<file path="config.mk">
export PLATFORM = sky130hd
export DESIGN_NAME = fetch_unit
export DESIGN_NICKNAME = d
export VERILOG_FILES = /design/src/rtl/mips_fetch_pkg.sv /design/src/rtl/fetch_queue.sv /design/src/rtl/fetch_unit.sv
export SDC_FILE = /design/constraint.sdc
export NUM_CORES = 1
export LEC_CHECK = 0
export CAP_MARGIN = 20
export CORE_ASPECT_RATIO = 1.2
export CORE_MARGIN = 2
export CORE_UTILIZATION = 45
export CTS_CLUSTER_SIZE = 10
export DETAILED_ROUTE_END_ITERATION = 10
export PLACE_DENSITY = 0.71
export SLEW_MARGIN = 25
export SYNTH_ARGS = -nofsm -noshare
export SYNTH_HDL_FRONTEND = slang
export SYNTH_SLANG_ARGS = --single-unit
</file>
<file path="constraint.sdc">
create_clock -name CLK -period 7.54 [get_ports CLK]
set_input_delay 1.508 -clock CLK [delete_from_list [all_inputs] [get_ports CLK]]
set_output_delay 1.508 -clock CLK [all_outputs]
set_load 0.05 [all_outputs]
</file>
<file path="src/rtl/mips_fetch_pkg.sv">
// Shared types and defaults for the MIPS instruction-fetch front end.
package mips_fetch_pkg;

    localparam int unsigned INSTR_W = 32;
    localparam int unsigned ADDR_W  = 32;

    localparam logic [INSTR_W-1:0] NOP_INSTR_DEF = 32'h0000_0000;
    localparam logic [ADDR_W-1:0]  RESET_PC_DEF  = 32'h0000_0000;

    typedef struct packed {
        logic [INSTR_W-1:0] instr;
        logic [ADDR_W-1:0]  pcplus4;
    } fetch_entry_t;

endpackage

</file>
<file path="src/rtl/fetch_queue.sv">
// Circular FIFO of fetched instructions; flush overrides push and pop.
module fetch_queue
    import mips_fetch_pkg::*;
#(
    parameter int unsigned DEPTH = 2
) (
    input  logic                   clk,
    input  logic                   rst_n,
    input  logic                   push_i,
    input  logic                   pop_i,
    input  logic                   flush_i,
    input  fetch_entry_t           data_i,
    output fetch_entry_t           head_o,
    output logic [$clog2(DEPTH):0] count_o,
    output logic                   full_o,
    output logic                   empty_o
);

    localparam int unsigned PTR_W = $clog2(DEPTH);
    localparam int unsigned CNT_W = PTR_W + 1;

    fetch_entry_t           mem_q [DEPTH];
    logic [PTR_W-1:0]       rd_ptr_q, rd_ptr_d;
    logic [PTR_W-1:0]       wr_ptr_q, wr_ptr_d;
    logic [CNT_W-1:0]       count_q, count_d;
    logic                   do_push;
    logic                   do_pop;

    assign full_o  = (count_q == CNT_W'(DEPTH));
    assign empty_o = (count_q == '0);
    assign count_o = count_q;
    assign head_o  = mem_q[rd_ptr_q];

    // Pointer/count next state; DEPTH is a power of two so pointers wrap naturally.
    always_comb begin
        do_push  = push_i & ~flush_i;
        do_pop   = pop_i & ~flush_i & ~empty_o;
        rd_ptr_d = rd_ptr_q;
        wr_ptr_d = wr_ptr_q;
        count_d  = count_q;
        if (flush_i) begin
            rd_ptr_d = '0;
            wr_ptr_d = '0;
            count_d  = '0;
        end else begin
            if (do_push) wr_ptr_d = wr_ptr_q + PTR_W'(1);
            if (do_pop)  rd_ptr_d = rd_ptr_q + PTR_W'(1);
            count_d = count_q + CNT_W'(do_push) - CNT_W'(do_pop);
        end
    end

    always_ff @(posedge clk) begin
        if (!rst_n) begin
            rd_ptr_q <= '0;
            wr_ptr_q <= '0;
            count_q  <= '0;
        end else begin
            rd_ptr_q <= rd_ptr_d;
            wr_ptr_q <= wr_ptr_d;
            count_q  <= count_d;
        end
    end

    always_ff @(posedge clk) begin
        if (do_push) mem_q[wr_ptr_q] <= data_i;
    end

endmodule

</file>
<file path="src/rtl/fetch_unit.sv">
// Fetch front end: owns the PC, issues one IMEM read per cycle while there is
// room, and queues returned instructions with their PC+4 for decode.
module fetch_unit
    import mips_fetch_pkg::*;
#(
    parameter logic [ADDR_W-1:0]  RESET_PC    = RESET_PC_DEF,
    parameter int unsigned        QUEUE_DEPTH = 2,
    parameter logic [INSTR_W-1:0] NOP_INSTR   = NOP_INSTR_DEF
) (
    input  logic                         CLK,
    input  logic                         RST,
    input  logic                         Redirect,
    input  logic [ADDR_W-1:0]            RedirectPC,
    output logic                         IMemReq,
    output logic [ADDR_W-1:0]            IMemAddr,
    input  logic [INSTR_W-1:0]           IMemRdata,
    input  logic                         StallD,
    output logic                         ValidD,
    output logic [INSTR_W-1:0]           InstrD,
    output logic [ADDR_W-1:0]            PCPlus4D,
    output logic [$clog2(QUEUE_DEPTH):0] Occupancy
);

    localparam int unsigned CNT_W = $clog2(QUEUE_DEPTH) + 1;
    localparam int unsigned LVL_W = CNT_W + 1;

    logic [ADDR_W-1:0] pc_q, pc_d;
    logic              inflight_q, inflight_d;
    logic [ADDR_W-1:0] pcplus4_q, pcplus4_d;

    fetch_entry_t      q_head;
    fetch_entry_t      q_data;
    logic [CNT_W-1:0]  q_count;
    logic              q_full;
    logic              q_empty;
    logic              pop_c;
    logic              push_c;
    logic              issue_c;
    logic [LVL_W-1:0]  level_c;

    // Entries that will be queued or owed once this cycle settles; issue only if one more fits.
    always_comb begin
        ValidD  = RST & ~q_empty;
        pop_c   = ValidD & ~StallD;
        push_c  = RST & inflight_q & ~Redirect;
        level_c = LVL_W'(q_count) + LVL_W'(inflight_q) - LVL_W'(pop_c);
        issue_c = RST & ~Redirect & (level_c < LVL_W'(QUEUE_DEPTH));
        q_data  = '{instr: IMemRdata, pcplus4: pcplus4_q};
    end

    always_comb begin
        pc_d       = pc_q;
        inflight_d = 1'b0;
        pcplus4_d  = pcplus4_q;
        if (Redirect) begin
            pc_d = RedirectPC;
        end else if (issue_c) begin
            pc_d       = pc_q + ADDR_W'(4);
            inflight_d = 1'b1;
            pcplus4_d  = pc_q + ADDR_W'(4);
        end
    end

    always_ff @(posedge CLK) begin
        if (!RST) begin
            pc_q       <= RESET_PC;
            inflight_q <= 1'b0;
            pcplus4_q  <= '0;
        end else begin
            pc_q       <= pc_d;
            inflight_q <= inflight_d;
            pcplus4_q  <= pcplus4_d;
        end
    end

    fetch_queue #(
        .DEPTH (QUEUE_DEPTH)
    ) u_queue (
        .clk     (CLK),
        .rst_n   (RST),
        .push_i  (push_c),
        .pop_i   (pop_c),
        .flush_i (Redirect),
        .data_i  (q_data),
        .head_o  (q_head),
        .count_o (q_count),
        .full_o  (q_full),
        .empty_o (q_empty)
    );

    assign IMemReq   = issue_c;
    assign IMemAddr  = pc_q;
    assign InstrD    = ValidD ? q_head.instr : NOP_INSTR;
    assign PCPlus4D  = ValidD ? q_head.pcplus4 : '0;
    assign Occupancy = q_count;

    // The issue rule guarantees a slot for every returning response.
    always_ff @(posedge CLK) begin
        if (RST && push_c) begin
            assert (!q_full) else $error("fetch_unit: push into full fetch queue");
        end
    end

endmodule
</file>
# Yosys cells after proc, flatten, opt, wreduce, memory -nomap -nowiden
# Memory sizes are Yosys's and may differ from the RTL's. A register that Yosys moved wholly into a read port is not among the register bits.
# Cells that the tools add are included.
# op_classes
bitwise,13
reduce_logical,4
n_addsub,7
order_cmp,1
n_mux,9
# ops
op,n
$mux 32,4
$add 32x3->32 const B,1
$and 1x1->1,9
$mux 1,5
$not 1->1,4
$add 2x1->3,1
$lt 3x2->1 const B,1
$sub 3x1->3,1
$add 1x1->1 const B,2
$add 2x1->2,1
$logic_not 2->1,1
$reduce_and 2->1,1
$reduce_bool 2->1,1
$reduce_or 2->1,1
$sub 2x1->2,1
# totals
n_memories,1
register_bits,69
ramBits,128
input_bits,68
word_cells,41
out_inout_bits,100
# mem_list
name,depth,width,rd,rd_clocked_by_memory_dff,wr,line_no,source
u_queue.mem_q,2,64,1,1,1,fetch_queue.sv:22,fetch_entry_t mem_q [DEPTH];

# Logic depth before layout (Yosys ltp)
# Gate-level depths: netlist (run 1).
# depth
ltp_word,9
depth_mapped,12
mapped_depth_nobuf,10

# Cells and area by module
# Synthesis (run 1) repeated with hierarchy kept, for this count alone.
# unflattened
hier_cells,734
area_unflattened_um2,8812.2
# modules_own_cells
module,n_inst,seq_area_each_um2,cells_each,area_each_um2
fetch_queue,1,3943.8,224,4842.1
fetch_unit,1,1301.2,510,3970.1

# Worst setup path after synthesis (run 1)
# OpenSTA, ideal clock, no wires.
# synth_path
path_kind,in2out
start,input port RST
end,output port IMemReq
path_buffers,1
cell_stages,9
t_arrival_ps,3815
t_required_ps,6032
path_slack_ps,2217
cell_sequence,o21ai_0 nor2_1 ha_1 nand2b_1 fa_1 xnor2_1 nand3_1 inv_2 clkbuf_1
# synth_via
elab_chain_cells,5
elab_cells_between_ends,6
cone_classes,1 x add/sub; 1 x order compare; 4 x bitwise
# synth_lines
item,line_no,source
"start, declared",fetch_unit.sv:11,"input logic RST,"
$and 1x1->1,fetch_unit.sv:43,ValidD = RST & ~q_empty;
$and 1x1->1,fetch_unit.sv:44,pop_c = ValidD & ~StallD;
$sub 3x1->3,fetch_unit.sv:46,level_c = LVL_W'(q_count) + LVL_W'(inflight_q) - LVL_W'(pop_c);
$lt 3x2->1,fetch_unit.sv:47,issue_c = RST & ~Redirect & (level_c < LVL_W'(QUEUE_DEPTH));
$and 1x1->1 (*),fetch_unit.sv:47,
"end, declared",fetch_unit.sv:14,"output logic IMemReq,"
# Mark *: on every way between the ends. The rest lies on a longest branch, timed or not.

# Worst setup path after layout (run 1)
# Ends and elaborated chain as after synthesis.

==> results of run 1 <==
[per-layer routing]
| layer | GRT usage (%) | part of all wire, % | vias to the layer above |
|---|---|---|---|
| met5 | 0 | 0 | - |
| met4 | 5.86 | 1.3 | 0 |
| met3 | 4.11 | 6.1 | 15 |
| met2 | 32.0 | 49 | 193 |
| met1 | 23.6 | 43 | 2678 |
| li1 | - | - | 2747 |
[sequential cells by signal (all words and copies together), names as in the netlist, named ones only]
name and count:
pcplus4_q 32, u_queue.count_o 2, u_queue.wr_ptr_q 1, u_queue.mem_q 128, inflight_q 1, u_queue.rd_ptr_q 1, IMemAddr 32
[per-stage QoR]
stage | utilization, % | worst slack (ps) | cells
3_3_place_gp | 55.9 | 1580 | 1034
4_1_cts | 59.0 | 1540 | 1067
6_report | 59.0 | 1590 | 1067
3_5_place_dp | 56.0 | 1540 | 1035
2_1_floorplan | - | 2220 | 682
5_1_grt | 59.0 | 1310 | 1067
[power by group through the flow]
stage	Combinational (mW)	Clock (mW)	Sequential (mW)
6_report	0.198	0.820	1.22
3_5_place_dp	0.197	0	1.25
4_1_cts	0.198	0.837	1.22
5_1_grt	0.212	0.882	1.23
3_3_place_gp	0.193	0	1.25
2_1_floorplan	0.0793	0	1.27
[synth_stat cells, drive strengths merged (3+ instances only)]
library cell	instances	area, sq um
a21boi	3	22.5
edfxtp	128	3840
buf	22	105
and4	3	26.3
nor2b	4	25.0
and3	8	50.1
clkbuf	23	86.3
o211a	9	90.1
nand3	20	113
nor4	5	46.3
nand4	18	113
and2	6	37.5
nand2	40	150
mux2i	67	671
dfxtp	70	1400
o2bb2ai	3	26.3
ha	4	50.1
xor2	29	254
xnor2	27	236
nor2	77	289
nor3	5	30.0
a21oi	40	200
o21ai	48	240
o31ai	3	22.5
inv	8	30.0
[logic make-up (layout without fill, tap and decap cells)]
logic type,after synthesis,count (layout)
multiplexers,67,67
adder cells (fa/ha/maj),5,5
XOR/XNOR,56,56
buffers and inverters,54,215
flip-flops,198,198
AO/OA/AOI/OAI,112,112
AND/OR/NAND/NOR,190,190
[worst max path at each step]
stage | from | end | slack [ps]
final | RST | IMemReq | 1590
after global routing | RST | IMemReq | 1310
after CTS | RST | IMemReq | 1540
after global placement | RST | IMemReq | 1580
after detailed placement | RST | IMemReq | 1540
after floorplan | RST | IMemReq | 2220
[final cells by class]
cell class                 count  area share [%]
sequential                   198            49.1
multi-input combinational    430            26.6
timing repair buffer         174            16.4
clock buffer                  19            4.05
tap                          224            2.62
clock inverter                13           0.960
inverter                       9           0.316
==> results.sh, run 1 <==
export IMPL_ios=168
export IMPL_grt_max_degree=68
export IMPL_nNetsFinal=903
export IMPL_p_clk_share_pct=36.6
export IMPL_globalRouteOverflowTotal=0
export IMPL_design_area_sq_um=10700
export IMPL_port_buffers=167
export IMPL_firstDrtPassIters=5
export IMPL_hold_depth=0
export IMPL_drive_gt1_share_pct=5.93
export IMPL_combPwrFrac_pct=8.8
export IMPL_maxCapViolCount=0
export IMPL_tns_ps=0
export IMPL_htreeDepth=4
export IMPL_seq_area_frac_synth_pct=63.4
export IMPL_whs_ps=456
export IMPL_start_util_pct=45.7
export IMPL_dpl_hpwl_microns=12000
export IMPL_irDropWorstVdd_v=0.000161
export IMPL_insertion_delay_ps=420
export IMPL_r2r_start="u_queue.count_o[1]$_SDFF_PP0_"
export IMPL_hold_class="reg -> reg"
export IMPL_final_min_clock_period_ps=5950
export IMPL_p_per_area_nw_per_um2=210
export IMPL_p_int_mw=1.70
export IMPL_finalHoldViolations=0
export IMPL_switching_share_pct=24.2
export IMPL_avgSynthCellArea_sq_um=12.1
export IMPL_fp_row_count=54
export IMPL_rsz0062_at_grt="false"
export IMPL_fmax_mhz=168
export IMPL_ys_types=41
export IMPL_placed_area_sq_um=10100
export IMPL_post_layout_total_power_mw=2.24
export IMPL_synth_xor_area_share_pct=5.93
export IMPL_finClkSkew_ps=10.7
export IMPL_dieArea_sq_um=19500
export IMPL_fill_cells=1466
export IMPL_grtUsageTotal_pct=18.7
export IMPL_path_buf_inv=4
export IMPL_vias=5633
export IMPL_placeableCoreArea_sq_um=18100
export IMPL_final_common_cell="clkdlybuf4s50_1"
export IMPL_r2r_slack_ps=3400
export IMPL_path_delay_family="buffers and inverters"
export IMPL_final_cell_mix="165 x clkdlybuf4s50_1, 128 x edfxtp_1, 77 x nor2_1"
export IMPL_die_w_microns=128
export IMPL_clockRootBuffer="clkbuf_16"
export IMPL_final_setup_viol_count=0
export IMPL_vias_per_cell=5.28
export IMPL_crit_path_start_kind="primary input"
export IMPL_slowest_delay_ps=560
export IMPL_slew_viol_final=0
export IMPL_timing_rr_end="IMemAddr[19]$_SDFFE_PN0P_"
export IMPL_seqCellArea_sq_um=5250
export IMPL_fp_dieH_microns=153
export IMPL_min_to="u_queue.mem_q[0][29]$_DFFE_PP_"
export IMPL_slowest_stage="buf_4"
export IMPL_period_share_pct=78.9
export IMPL_crit_path_cell_trace="buf_2, o21ai_4, buf_4, nor2_1, ha_1, nand2b_1, fa_1, xnor2_1, nand3_1, inv_2, buf_12"
export IMPL_synthArstFlopShare_pct=0
export IMPL_crit_fanout=67
export IMPL_syn_instance_count=682
export IMPL_numClockSinks=198
export IMPL_drtAntennaViolNets=0
export IMPL_arrival_ps=4440
export IMPL_ys_ff_latch=198
export IMPL_grt_pass1_vias=5656
export IMPL_setup_worst_path_end_class="output port"
export IMPL_seq_power_share_pct=54.6
export IMPL_reg2reg_depth=12
export IMPL_antenna_found_initial=0
export IMPL_clk_path_buf_depth=2
export IMPL_status="finished clean"
export IMPL_antenna_cells=0
export IMPL_synth_compound_gate_area_share_pct=7.92
export IMPL_drtIter0Drc=446
export IMPL_synthAdderAreaFrac_pct=0.847
export IMPL_globalplace_congestion=0.902
export IMPL_power_leakage_nw=3.54
export IMPL_cp_required_ps=6030
export IMPL_tightest_slew_ps=968
export IMPL_area_delta_synth_final_pct=29.2
export IMPL_clkTransAtPathRegs_ps=70
export IMPL_synth_area_mux_share_pct=8.11
export IMPL_synth_simple_area_share_pct=11.1
export IMPL_ctsHoldBuffers=0
export IMPL_cts_resized=0
export IMPL_post_cts_buffers=0
export IMPL_wl_microns=18100
export IMPL_wire_per_inst_microns=16.9
export IMPL_hp_start="pcplus4_q[29]$_SDFFE_PN0P_"
export IMPL_synth_edff_count=128
export IMPL_yosysWarnings=0
export IMPL_cts_buffers=17
export IMPL_critical_path_class="in -> out"
export IMPL_synth_area_sq_um=8270
export IMPL_p_sw_mw=0.542
export IMPL_synth_top_family_by_area="simple AND/OR/NAND/NOR gates"
export IMPL_slew_headroom_pct=35.3
export IMPL_cts_tree="yes"
export IMPL_grt_pass1_wl_microns=28800
export IMPL_multi_input_area_sq_um=2840
export IMPL_crit_cells=11
export IMPL_drc=0
export IMPL_syn_nets=755
export IMPL_synth_top_flop_cell="edfxtp_1"
No activity file was read; power rests on OpenSTA's default activity.
==> run 2, diff against run 1 <==
- clock period: 7.54 -> 6.2 ns (I/O delays scaled with it)
==> run 2 against run 1 <==
Wire length down 0.20%. Cell count is 0.37% higher. Combinational power increased by 23%. Total power up 24%. Sequential cell count unchanged. Hold slack lost 6.0 ps. Clock power up 27%. Die area is the same. Via count barely moved. Largest power group unchanged.
==> results.sh, run 2 (same netlist as run 1, synthesis figures left out) <==
export IMPL_irDropWorstVdd_v=0.000174
export IMPL_clkTransAtPathRegs_ps=70
export IMPL_vias=5631
export IMPL_combPwrFrac_pct=8.8
export IMPL_finish_utilization_pct=59.4
export IMPL_slew_viol_final=0
export IMPL_nNetsFinal=907
export IMPL_insertion_delay_ps=420
export IMPL_globalRouteOverflowTotal=0
export IMPL_finalHoldViolations=0
export IMPL_setup_worst_path_end_class="output port"
export IMPL_tns_ps=0
export IMPL_cts_resized=0
export IMPL_maxCapViolCount=0
export IMPL_final_min_clock_period_ps=4620
export IMPL_antenna_found_initial=0
export IMPL_finClkSkew_ps=11.3
export IMPL_period_share_pct=74.6
export IMPL_drc=0
export IMPL_fp_dieH_microns=153
export IMPL_top_register="u_queue.mem_q"
export IMPL_drtIter0Drc=357
export IMPL_vias_per_cell=5.26
export IMPL_area_delta_synth_final_pct=30.1
export IMPL_dieArea_sq_um=19500
export IMPL_fmax_mhz=216
export IMPL_clk_path_buf_depth=2
export IMPL_seqCellArea_sq_um=5250
export IMPL_p_sw_mw=0.641
export IMPL_globalplace_congestion=0.930
export IMPL_die_w_microns=128
export IMPL_crit_fanout=4
export IMPL_clockRootBuffer="clkbuf_16"
export IMPL_cts_buffers=17
export IMPL_switching_share_pct=23.1
export IMPL_grt_pass1_wl_microns=29100
export IMPL_numClockSinks=198
export IMPL_post_layout_total_power_mw=2.77
export IMPL_start_util_pct=45.7
export IMPL_multi_input_area_sq_um=2840
export IMPL_htreeDepth=4
export IMPL_fp_row_count=54
export IMPL_grt_pass1_vias=5603
export IMPL_wire_per_inst_microns=16.8
export IMPL_dpl_hpwl_microns=12200
export IMPL_arrival_ps=3380
export IMPL_final_cell_mix="165 x clkdlybuf4s50_1, 128 x edfxtp_1, 77 x nor2_1"
export IMPL_critical_path_class="in -> out"
export IMPL_hold_class="reg -> reg"
export IMPL_rsz0062_at_grt="false"
export IMPL_firstDrtPassIters=5
export IMPL_p_clk_share_pct=37.5
export IMPL_final_setup_viol_count=0
export IMPL_antenna_cells=0
export IMPL_ios=168
export IMPL_power_leakage_nw=3.60
export IMPL_ctsHoldBuffers=0
export IMPL_wl_microns=18000
export IMPL_placeableCoreArea_sq_um=18100
export IMPL_fill_cells=1493
export IMPL_cp_required_ps=4960
export IMPL_p_int_mw=2.13
export IMPL_final_common_cell="clkdlybuf4s50_1"
export IMPL_whs_ps=450
export IMPL_post_cts_buffers=0
export IMPL_grt_max_degree=67
export IMPL_cts_tree="yes"
export IMPL_grtUsageTotal_pct=18.8
export IMPL_port_buffers=167
export IMPL_p_per_area_nw_per_um2=257
export IMPL_status="finished clean"
export IMPL_tightest_slew_ps=888
export IMPL_largest_reg_flops=128
export IMPL_slew_headroom_pct=40.3
export IMPL_drtAntennaViolNets=0
export IMPL_crit_path_start_kind="primary input"
export IMPL_drive_gt1_share_pct=6.02
export IMPL_seq_power_share_pct=53.7
## run 2: cell types whose count changed in the layout (fill, tap and decap cells not counted), sizes merged
cell      previous run  this run
clkinv               3         7
buf                  9        13
clkinvlp             6         1
bufinv               0         1
clkbuf              19        21
inv                 13        11
## run 2: metrics by stage
step | cell area (sq um) | setup slack [ps] | cells
3_5_place_dp | 10200 | 1580 | 1038
3_3_place_gp | 10100 | 1680 | 1037
4_1_cts | 10700 | 1570 | 1070
5_1_grt | 10800 | 1440 | 1071
2_1_floorplan | 8270 | 1260 | 682
6_report | 10800 | 1580 | 1071
## run 2: metal layers
| layer | vias to the layer above | part of all wire, % | track usage, % |
|---|---|---|---|
| met5 | - | 0 | 0 |
| met4 | 0 | 1.9 | 6.65 |
| met3 | 24 | 5.6 | 4.42 |
| met2 | 191 | 48 | 30.4 |
| met1 | 2656 | 45 | 24.9 |
| li1 | 2760 | - | - |
## run 2: final timing paths
path / from / end / slack (ps) / depth (start not counted)
worst min register to register: pcplus4_q[17]$_SDFFE_PN0P_ / u_queue.mem_q[1][17]$_DFFE_PP_ / 450 / 0
worst max-delay path: StallD / IMemReq / 1580 / 9
worst min-delay path: pcplus4_q[17]$_SDFFE_PN0P_ / u_queue.mem_q[1][17]$_DFFE_PP_ / 450 / 0
worst max register to register: u_queue.count_o[1]$_SDFF_PP0_ / IMemAddr[13]$_SDFFE_PN0P_ / 3030 / 10
## run 2: power groups by stage
stage	clock network [mW]	logic [mW]	registers (mW)
after floorplan	0	0.0964	1.55
after global placement	0	0.238	1.51
after detailed placement	0	0.242	1.52
after CTS	1.06	0.244	1.49
after global routing	1.12	0.262	1.49
final	1.04	0.244	1.49
## run 2: cell type report
type,instances,share of cell area (%)
clock buffer,21,4.29
sequential,198,48.8
timing repair buffer,178,16.7
clock inverter,11,0.919
tap,224,2.60
multi-input combinational,430,26.4
inverter,9,0.314
## run 2: critical path, stage by stage
cell and delay (ps):
clkdlybuf4s50_1 420, nor2_1 190, ha_1 260, nand2b_1 160
fa_1 390, xnor2_1 300, nand3_1 170, inv_2 110
buf_12 130
